**config.mk**
```make
export PLATFORM = sky130hd
export DESIGN_NAME = mem_access_ctrl
export DESIGN_NICKNAME = d
export VERILOG_FILES = /design/src/rtl/mem_access_ctrl.sv
export SDC_FILE = /design/constraint.sdc
export NUM_CORES = 1
export LEC_CHECK = 0
export ABC_AREA = 1
export BUFFER_PORTS_ARGS = -buffer_cell sky130_fd_sc_hd__buf_2
export CAP_MARGIN = 20
export CORE_MARGIN = 3
export CORE_UTILIZATION = 43
export DETAILED_ROUTE_END_ITERATION = 7
export GPL_ROUTABILITY_DRIVEN = 0
export PLACE_DENSITY_LB_ADDON = 0.25
export RECOVER_POWER = 50
export SETUP_SLACK_MARGIN = 0.4
export SLEW_MARGIN = 10
export SYNTH_ARGS = -nofsm -noshare
export SYNTH_HDL_FRONTEND = slang
export SYNTH_SLANG_ARGS = --single-unit
```
**constraint.sdc**
```tcl
create_clock -name i_clk -period 3.3 [get_ports i_clk]
set_input_delay 0.165 -clock i_clk [delete_from_list [all_inputs] [get_ports i_clk]]
set_output_delay 0.165 -clock i_clk [all_outputs]
set_load 0.01 [all_outputs]
```
**src/rtl/mem_access_ctrl.sv**
```systemverilog
// ============================================================================
// mem_access_ctrl : MEM-stage data-memory access controller with WB register
//                   stage, request/ack handshake and bounded-wait abort.
// Revision 1.0
// ============================================================================
`default_nettype none

module mem_access_ctrl #(
  parameter int unsigned TIMEOUT = 15
) (
  input  logic        i_clk,
  input  logic        i_rst,
  input  logic        i_memRead,
  input  logic        i_memWrite,
  input  logic        i_memToReg,
  input  logic        i_regWrite,
  input  logic [31:0] i_aluResult,
  input  logic [31:0] i_wdata,
  input  logic [4:0]  i_rd,
  output logic        o_stall,
  output logic        o_memReq,
  output logic        o_memWe,
  output logic [31:0] o_memAddr,
  output logic [31:0] o_memWdata,
  input  logic        i_memAck,
  input  logic [31:0] i_memRdata,
  output logic        o_regWrite,
  output logic        o_memToReg,
  output logic [31:0] o_wbData,
  output logic [4:0]  o_wbRd,
  output logic        o_busErr
);

  localparam logic [0:0] IDLE = 1'b0;
  localparam logic [0:0] BUSY = 1'b1;

  localparam logic [7:0] LAST_WAIT = 8'(TIMEOUT - 1);

  logic [0:0] state;
  logic [7:0] wait_cnt;
  logic       mem_op;
  logic       timeout_hit;

  assign mem_op      = i_memRead | i_memWrite;
  assign timeout_hit = (wait_cnt == LAST_WAIT);

  // Stall is gated by reset so the pipeline is released the instant reset rises.
  assign o_stall = ~i_rst &
                   (((state == IDLE) & mem_op) |
                    ((state == BUSY) & ~i_memAck & ~timeout_hit));

  always_ff @(posedge i_clk or posedge i_rst) begin
    if (i_rst) begin
      state      <= IDLE;
      wait_cnt   <= 8'd0;
      o_memReq   <= 1'b0;
      o_memWe    <= 1'b0;
      o_memAddr  <= 32'd0;
      o_memWdata <= 32'd0;
      o_regWrite <= 1'b0;
      o_memToReg <= 1'b0;
      o_wbData   <= 32'd0;
      o_wbRd     <= 5'd0;
      o_busErr   <= 1'b0;
    end else begin
      case (state)
        IDLE: begin
          if (mem_op) begin
            state      <= BUSY;
            wait_cnt   <= 8'd0;
            o_memReq   <= 1'b1;
            o_memWe    <= i_memWrite & ~i_memRead;
            o_memAddr  <= i_aluResult;
            o_memWdata <= i_wdata;
            o_regWrite <= 1'b0;
          end else begin
            o_regWrite <= i_regWrite;
            o_memToReg <= i_memToReg;
            o_wbData   <= i_aluResult;
            o_wbRd     <= i_rd;
          end
        end
        BUSY: begin
          // Ack takes priority over an expiring wait counter.
          if (i_memAck) begin
            state      <= IDLE;
            o_memReq   <= 1'b0;
            o_memWe    <= 1'b0;
            o_regWrite <= i_regWrite;
            o_memToReg <= i_memToReg;
            o_wbRd     <= i_rd;
            o_wbData   <= i_memToReg ? i_memRdata : i_aluResult;
          end else if (timeout_hit) begin
            state      <= IDLE;
            o_memReq   <= 1'b0;
            o_memWe    <= 1'b0;
            o_busErr   <= 1'b1;
            o_regWrite <= 1'b0;
            o_wbData   <= 32'd0;
          end else begin
            wait_cnt <= wait_cnt + 8'd1;
          end
        end
      endcase
    end
  end

endmodule

`default_nettype wire

```
==> summary.txt, run 1 <==
drt total wl: 13900 um
FF+latch area: 2880 um^2
delay-heaviest family, CP: buffers and inverters
MaxCap Viol Count: 0
P per Cell Area: 774 nW/um^2
crit end category: output port
Final Cycle Share: 0.679
flop-to-flop setup slack: 1.22 ns
most frequent cell after synthesis: nand2_1
status: finished clean
Async SR Flop Fraction: 1.00
worst path required time: 3.13 ns
Synth Flop Type: dfrtp_1
peak supply drop: 0.425 mV
number of synthesized flops with an enable pin: 0
vias in the first global route: 5005
Sw Share: 0.352
hold_buf cts: 48
Seq/Total Area, Yosys: 0.585
Setup crit start kind: flip-flop
first-pass GRT wire length: 23400 um
RSZ-0062 raised after global routing: no
Final setup viols: 0
Root Driver: clkbuf_16
Vias/cell: 4.75
Final Skew: 0.00561 ns
Setup Buffers After CTS: 0
Worst-path clk slew: 0.05 ns
multi-input combinational cell area: 1780 um^2
CTS tree: built
WP buf/inv: 3
final setup margin: 1.06 ns
Clock Sinks: 115
critical path fanouts, max: 24
die height: 113 um
crit path launch: state
Crit-path slowest cell: dfrtp_1
worst slack at placement: 1.22 ns
flops & latches, synth: 115
Arr. time, crit path: 2.08 ns
global route overflow: 0
Unique masters post-synth: 25
clk_lat worst skew: 0.40 ns
total track usage: 0.227
Final Hold Fails: 0
routed via count: 4775
Slew @ Worst Pin: 0.577 ns
post-route design area: 7030 um^2
initial antenna violation count: 0
Switch Pwr: 1.91 mW
Hold WC Path Type: input pin to flip-flop
die footprint: 12800 um^2
Slew Viols, Final: 0
sequence of cells on the critical path: inv_2 -> nor2_2 -> o21ai_2 -> buf_4 -> a21oi_1 -> buf_2
largest net degree at the start of global routing: 70
Layout area overhead: 43.0%
Int Power: 3.53 mW
Max stage delay on crit path: 0.47 ns
# H-tree levels: 4
post-route ant nets: 0
initial core utilization: 0.448
Core Rows: 38
Routed wire per std cell: 13.8 um
area leader, netlist: dfrtp_1
YS warnings: 0
FF-to-FF Start: state
ant diodes: 0
Max Buffers Root-to-Sink: 2
share of the synthesized area in the top cell type: 0.585
PostCTS Resize Cnt: 0
Port Buffers: 214
ratio of cells with drive above 1 in the final layout: 0.180
Hold Startpoint: i_memRdata[13]
Cells after Synth: 593
Initial DRT Pass Iterations: 7
fillcell total: 978
Seq pwr share: 0.401
placed inst area: 6100 um^2
Final nets: 963
Die W: 113 um
DR iter-0 viols: 220
Comb power frac: 0.292
P_leak: 3.71 nW
top cells by area, synth: dfrtp_1, nand2_1, o211ai_1
Slew headroom: 0.614
Max Freq: 0.446 GHz
Clk pwr share: 0.307
Post-Syn Area per Cell: 8.29 um^2
CP Class: flip-flop to output port
detailed-route DRC error count: 0
syn_nets: 703
HPWL after detailed placement: 9220 um
top post-synthesis cells by count: nand2_1, dfrtp_1, nor2_1
core box area: 11000 um^2
Sum Neg Setup Slack: 0 ns
total CTS buffers: 17
Final min period: 2.24 ns
Mapped Area: 4920 um^2
I/O pin cnt: 215
worst register-to-register path: stages (launching register included):
cell	delay, ns
dfrtp_1	0.47
inv_2	0.12
nor2_2	0.45
o21ai_2	0.10
buf_4	0.24
nand2_2	0.07
buf_4	0.36
nand2_1	0.13
nand2_1	0.07
power groups by stage:
stage	Combinational [mW]	Sequential, mW	Clock (mW)
after detailed placement	1.69	2.17	0
after global routing	1.81	2.24	1.79
after CTS	1.73	2.16	1.71
after floorplan	0.708	2.39	0
after global placement	1.64	2.16	0
final	1.59	2.18	1.67
area by class of cell:
type	count	share of cell area
flip-flops and latches	115	0.409
inverters	33	0.0178
well taps	140	0.0249
repair buffers	272	0.216
clock buffers	27	0.0758
clock inverters	4	0.00285
multi-input cells	414	0.253
state kept, by name (all words and copies together) (netlist names):
name        cells
o_busErr        1
o_memAddr      32
o_memReq        1
o_memToReg      1
o_memWdata     32
o_memWe         1
o_regWrite      1
o_wbData       32
o_wbRd          5
state           1
wait_cnt        8
cell usage in the layout (no fill, tap or decap), drive strengths merged, types with 5 or more instances in the layout:
| master | count |
|---|---|
| nor2 | 37 |
| clkinv | 5 |
| dlygate4sd3 | 49 |
| inv | 31 |
| nand2 | 289 |
| dfrtp | 115 |
| buf | 116 |
| nor3 | 10 |
| o211ai | 22 |
| nand3 | 21 |
| clkbuf | 134 |
| o21ai | 26 |
cells by family (layout without fill, tap and decap cells):
logic type               Yosys count  count (layout)  share of synthesized area
AO/OA/AOI/OAI                     51              51                     0.0649
XOR/XNOR                           1               1                    0.00178
adder cells (fa/ha/maj)            2               2                    0.00509
buffers and inverters             64             336                     0.0550
flip-flops                       115             115                      0.585
AND/OR/NAND/NOR                  360             360                      0.288
stage by stage:
stage               total power [mW]  hold WS, ns  std cells   util
global route                    5.83      0.00994       1005  0.640
detailed placement              3.86        0.373        924  0.556
global placement                3.80        0.365        924  0.556
CTS                             5.61     0.000683       1003  0.650
floorplan                       3.10        0.282        593      -
finish                          5.44       0.0182       1005  0.640
path summary, 6_finish.rpt:
kind	end	cells after the start
max	o_stall	6
min	o_wbData[13]	3
max reg2reg	o_wbData[5]	8
min reg2reg	o_memAddr[14]	2
max in group asynchronous	o_memWdata[25]	5
min in group asynchronous	o_wbData[29]	3
routing by layer:
metal / part of all wire / track usage / up-vias
li1: - / - / 2372
met1: 0.41 / 0.285 / 2157
met2: 0.48 / 0.369 / 217
met3: 0.083 / 0.0668 / 29
met4: 0.023 / 0.0938 / 0
met5: 0 / 0 / -
(Power assumes the default switching activity.)
==> run 2, diff against run 1 <==
clock period = 1.9 ns   (was 3.3 ns; I/O delays follow)
==> run 2 against run 1 <==
Non-clock buffer count increased by 81. Clock skew barely moved. Clock power increased by 110%. Combinational power up 130%. Cell count rose by 8.3%. Register-to-register slack worse by 0.94 ns. Worst setup slack worse by 0.81 ns. Cell area is 17% higher. Worst hold slack worse by 0.010 ns. Critical path depth rose by 1. Critical path type unchanged.
==> summary.txt, run 2 (synthesis gave the netlist of run 1 again) <==
Die W: 113 um (unchanged)
HPWL after detailed placement: 9480 um (+2.9%)
Final Hold Fails: 0 (unchanged)
commonest cells after routing, fill and taps aside: nand2_1, buf_2, dfrtp_1
Arr. time, crit path: 1.56 ns (-0.52 ns)
worst path required time: 1.80 ns (-1.33 ns)
Clock Sinks: 115 (unchanged)
CP Class: flip-flop to output port
drt total wl: 16700 um (+20%)
Util after Layout: 0.748 (+0.108)
Final min period: 1.66 ns
Port Buffers: 214 (unchanged)
# H-tree levels: 4 (unchanged)
vias in the first global route: 5425 (+8.4%)
core box area: 11000 um^2 (unchanged)
Switch Pwr: 3.64 mW (+90%)
CTS tree: built
Slew headroom: 0.286 (-0.328)
P_leak: 4.39 nW (+18%)
initial antenna violation count: 0 (unchanged)
ratio of cells with drive above 1 in the final layout: 0.278 (+0.0981)
ant diodes: 0 (unchanged)
post-route ant nets: 0 (unchanged)
Clk pwr share: 0.326 (+0.019)
Setup crit start kind: flip-flop
worst slack at placement: 0.326 ns (-0.897 ns)
Core Rows: 38 (unchanged)
MaxCap Viol Count: 0 (unchanged)
routed via count: 5271 (+10%)
I/O pin cnt: 215 (unchanged)
total track usage: 0.247 (+0.0199)
clk_lat worst skew: 0.41 ns (about the same)
Root Driver: clkbuf_16
Comb power frac: 0.329 (+0.037)
Slew Viols, Final: 0 (unchanged)
critical path fanouts, max: 4 (-83%)
Fin Hold WS: 0.00803 ns (-0.0102 ns)
post-route design area: 8210 um^2 (+17%)
fillcell total: 752 (-23%)
largest net degree at the start of global routing: 66 (-5.7%)
first-pass GRT wire length: 25600 um (+9.4%)
Initial DRT Pass Iterations: 4 (-3)
crit end category: output port
DR iter-0 viols: 363 (+65%)
initial core utilization: 0.448 (unchanged)
total CTS buffers: 17 (unchanged)
largest registers: o_memAddr (32), o_memWdata (32), o_wbData (32)
detailed-route DRC error count: 0 (unchanged)
die footprint: 12800 um^2 (unchanged)
commonest non-fill, non-tap cell in the layout: nand2_1
peak supply drop: 0.785 mV (+85%)
Max Buffers Root-to-Sink: 2 (unchanged)
final setup margin: 0.245 ns (-0.815 ns)
Final Skew: 0.00575 ns (+0.000143 ns)
die height: 113 um (unchanged)
Vias/cell: 4.84 (+2.0%)
RSZ-0062 raised after global routing: yes
status: finished clean
Layout area overhead: 67.1%
P per Cell Area: 1330 nW/um^2 (+72%)
Worst-path clk slew: 0.05 ns (about the same)
Final nets: 1045 (+8.5%)
global route overflow: 0 (unchanged)
Routed wire per std cell: 15.4 um (+11%)
Hold WC Path Type: input pin to flip-flop
Final Cycle Share: 0.871
Final setup viols: 0 (unchanged)
placed inst area: 6190 um^2 (+1.4%)
Sw Share: 0.332 (-0.0192)
Int Power: 7.30 mW (+110%)
Slew @ Worst Pin: 1.07 ns (+0.494 ns)
Seq pwr share: 0.345 (-0.056)
Max Freq: 0.604 GHz
## run 2: power groups by stage
| stage | sequential [mW] | combinational [mW] | clock (mW) |
|---|---|---|---|
| after floorplan | 4.15 | 1.23 | 0 |
| after global placement | 3.73 | 2.92 | 0 |
| after detailed placement | 3.77 | 3.01 | 0 |
| after CTS | 3.75 | 3.33 | 3.61 |
| after global routing | 3.88 | 4.00 | 3.73 |
| final | 3.77 | 3.60 | 3.57 |
## run 2: path summary, 6_finish.rpt
kind | from | to | slack (ns) | cells past startpoint
max reg2reg | wait_cnt[0] | wait_cnt[4] | 0.28 | 10
max | state | o_stall | 0.24 | 7
max in group asynchronous | i_rst | o_wbData[4] | 0.43 | 4
min | i_aluResult[10] | o_memAddr[10] | 0.008 | 3
min in group asynchronous | i_rst | o_wbData[14] | 0.18 | 3
min reg2reg | o_busErr | o_busErr | 0.47 | 1
## run 2: area by class of cell
type	instances	area, um^2	share of cell area
clock buffers	23	498	0.0606
clock inverters	9	173	0.0210
inverters	33	134	0.0163
multi-input cells	414	1860	0.226
flip-flops and latches	115	2880	0.351
well taps	140	175	0.0213
repair buffers	353	2490	0.303
repair inverters	1	5.00	0.000609
## run 2: critical path, cell delays in order (launching register included)
cell,delay [ns]
dfrtp_2,0.41
inv_2,0.07
nor2_4,0.12
buf_6,0.12
o21ai_4,0.06
buf_6,0.13
a21oi_2,0.10
buf_2,0.14
## run 2: layer usage
| metal | global-route usage | part of all wire |
|---|---|---|
| met5 | 0 | 0 |
| met4 | 0.0825 | 0.018 |
| met3 | 0.0663 | 0.077 |
| met2 | 0.419 | 0.49 |
| met1 | 0.307 | 0.41 |
## run 2: what timing repair did
| item | 4_1_cts | 5_1_grt |
|---|---|---|
| cloned | 0 | 11 |
| gates resized for setup | 14 | 24 |
| pin swaps | 5 | 1 |
| buffers inserted | 15 | 6 |
| hold buffers | 93 | 0 |
| endpoints found under the hold margin | 190 | 0 |
| endpoints found under the setup margin | 46 | 54 |
## run 2: per-stage QoR
stage          total power, mW  setup TNS [ns]  instances
3_3_place_gp              6.65          -0.161        930
3_5_place_dp              6.78               0        931
6_report                  10.9               0       1088
2_1_floorplan             5.38               0        593
4_1_cts                   10.7               0       1071
5_1_grt                   11.6               0       1088
==> run 3, diff against run 2 <==
BUFFER_PORTS_ARGS = unset   (was -buffer_cell sky130_fd_sc_hd__buf_2)
CORE_ASPECT_RATIO = 0.6   (was unset)
CORE_UTILIZATION = 57   (was 43)
DONT_BUFFER_PORTS = 1   (was unset)
==> run 3 against run 2 <==
Core utilization rose by 12 points. Wire length fell by 2.0%. Combinational power fell by 36%. Register-to-register slack better by 0.09 ns. Non-clock buffer count decreased by 216. Flip-flop and latch count unchanged. The run now ends with hold timing left. Largest power group unchanged. First-iteration DRC count is 47% higher. Highest routed layer unchanged. Via count is 9.9% lower. Worst hold slack got worse by 0.016 ns. Clock skew is 0.015 ns higher. Critical path type unchanged.
==> summary.txt, run 3 (synthesis gave the netlist of run 1 again) <==
status: finished, violations left
violations in the final reports: hold timing
initial core utilization: 0.604 (+0.157)
P_leak: 3.60 nW (-18%)
Worst-path clk slew: 0.05 ns (about the same)
DR iter-0 viols: 532 (+47%)
critical path fanouts, max: 4 (unchanged)
Max Buffers Root-to-Sink: 2 (unchanged)
Final Skew: 0.0210 ns (+0.0152 ns)
ratio of cells with drive above 1 in the final layout: 0.124 (-0.154)
WP buf/inv: 3 (-1)
Final setup viols: 0 (unchanged)
CTS tree: built
RSZ-0062 raised after global routing: yes
commonest non-fill, non-tap cell in the layout: nand2_1
vias in the first global route: 4923 (-9.3%)
worst path required time: 1.80 ns (about the same)
crit end category: output port
Root Driver: clkbuf_16
detailed-route DRC error count: 0 (unchanged)
Layout area overhead: 43.3%
Port Buffers: 0 (-100%)
total track usage: 0.326 (+0.0789)
Max stage delay on crit path: 0.45 ns (+0.04 ns)
total CTS buffers: 17 (unchanged)
# H-tree levels: 4 (unchanged)
largest registers: o_memAddr (32), o_memWdata (32), o_wbData (32)
P per Cell Area: 1400 nW/um^2 (+5.2%)
die footprint: 9810 um^2 (-23%)
Max Freq: 0.602 GHz (-0.42%)
Die W: 126 um (+11%)
delay-heaviest family, CP: flip-flops
I/O pin cnt: 215 (unchanged)
routed via count: 4748 (-9.9%)
clk_lat worst skew: 0.41 ns (about the same)
Clock Sinks: 115 (unchanged)
CP Class: flip-flop to output port
Fin Hold WS: -0.00785 ns (-0.0159 ns)
core box area: 8130 um^2 (-26%)
commonest cells after routing, fill and taps aside: nand2_1, dfrtp_1, dlygate4sd3_1
sequence of cells on the critical path: clkinv_4 -> nor2_4 -> o21ai_4 -> buf_8 -> a21oi_2 -> buf_4
post-route ant nets: 0 (unchanged)
die height: 77.9 um (-31%)
Slew @ Worst Pin: 0.732 ns (-0.339 ns)
placed inst area: 5030 um^2 (-19%)
Final Hold Fails: 1 (+1)
flop-to-flop setup slack: 0.37 ns (+0.09 ns)
first-pass GRT wire length: 24900 um (-2.7%)
Util after Layout: 0.866 (+0.118)
Core Rows: 25 (-34%)
Setup crit start kind: flip-flop
Final min period: 1.66 ns (+0.00702 ns)
Arr. time, crit path: 1.57 ns (about the same)
post-route design area: 7040 um^2 (-14%)
Slew headroom: 0.512 (+0.226)
Hold WC Path Type: input pin to flip-flop
global route overflow: 0 (unchanged)
Final Cycle Share: 0.875 (+0.00369)
Final nets: 828 (-21%)
Initial DRT Pass Iterations: 5 (+1)
Slew Viols, Final: 0 (unchanged)
drt total wl: 16400 um (-2.0%)
HPWL after detailed placement: 8360 um (-12%)
peak supply drop: 0.965 mV (+23%)
largest net degree at the start of global routing: 59 (-11%)
total power: 9.87 mW (-9.8%)
Vias/cell: 5.65 (+17%)
Crit-path slowest cell: dfrtp_2
MaxCap Viol Count: 0 (unchanged)
initial antenna violation count: 0 (unchanged)
Sum Neg Setup Slack: 0 ns (unchanged)
fillcell total: 411 (-45%)
Routed wire per std cell: 19.5 um (+27%)
-- run 3: changes by cell type in the layout (fill, tap and decap cells not counted), sizes merged, moves of 2 or more --
cell / previous run / this run
clkinv: 3 / 8
clkbuf: 86 / 24
bufbuf: 0 / 2
clkinvlp: 4 / 2
bufinv: 5 / 3
dlygate4sd3: 93 / 103
buf: 197 / 30
-- run 3: worst paths after layout --
kind | endpoint | start | cells past startpoint
max in group asynchronous | wait_cnt[5] | i_rst | 3
min in group asynchronous | o_memAddr[27] | i_rst | 3
hold reg to reg | wait_cnt[7] | wait_cnt[7] | 2
setup reg to reg | o_wbData[24] | state | 7
setup / recovery | o_stall | state | 6
hold / removal | o_wbData[14] | i_memRdata[14] | 4
-- run 3: worst register-to-register path, cell delays in order, from the launching register on --
cell	delay, ns
dfrtp_2	0.46
buf_4	0.18
nand2_8	0.11
buf_6	0.18
nor2_1	0.07
nor3_2	0.19
nand3_1	0.16
nand2_1	0.11
-- run 3: through the flow --
stage / hold slack [ns] / std cells / worst slack (ns)
2_1_floorplan: 0.212 / 593 / 0.406
3_3_place_gp: 0.213 / 682 / 0.380
3_5_place_dp: 0.217 / 682 / 0.246
4_1_cts: 0.00182 / 831 / 0.256
5_1_grt: 0.0360 / 839 / 0.174
6_report: -0.00785 / 840 / 0.238
-- run 3: layer usage --
metal	wire, um	track usage	vias up
met2	8000	0.531	329
met5	0	0	-
met4	411	0.136	0
met1	6240	0.398	2269
met3	1730	0.116	41
li1	-	-	2109
-- run 3: power breakdown --
part	internal (mW)	total, mW	switching [mW]
Combinational	0.955	2.30	1.34
Clock	2.12	3.19	1.07
Sequential	3.29	4.39	1.10
Total	6.36	9.87	3.51
-- run 3: what timing repair did --
action / in CTS / in global routing
resized for setup: 18 / 19
endpoints found under the hold margin: 218 / 1
hold buffers: 102 / 1
pin swaps: 5 / 3
setup endpoints to repair: 42 / 51
buffers inserted: 13 / 5
cloned: 2 / 2
-- run 3: final cells by class --
class	instances	area [um^2]	share of cell area
Multi-Input combinational cell	414	1870	0.265
Sequential cell	115	2880	0.409
Clock inverter	10	131	0.0187
Antenna cell	1	2.50	0.000355
Inverter	33	134	0.0190
Tap cell	108	135	0.0192
Clock buffer	22	464	0.0659
Timing Repair Buffer	137	1430	0.203
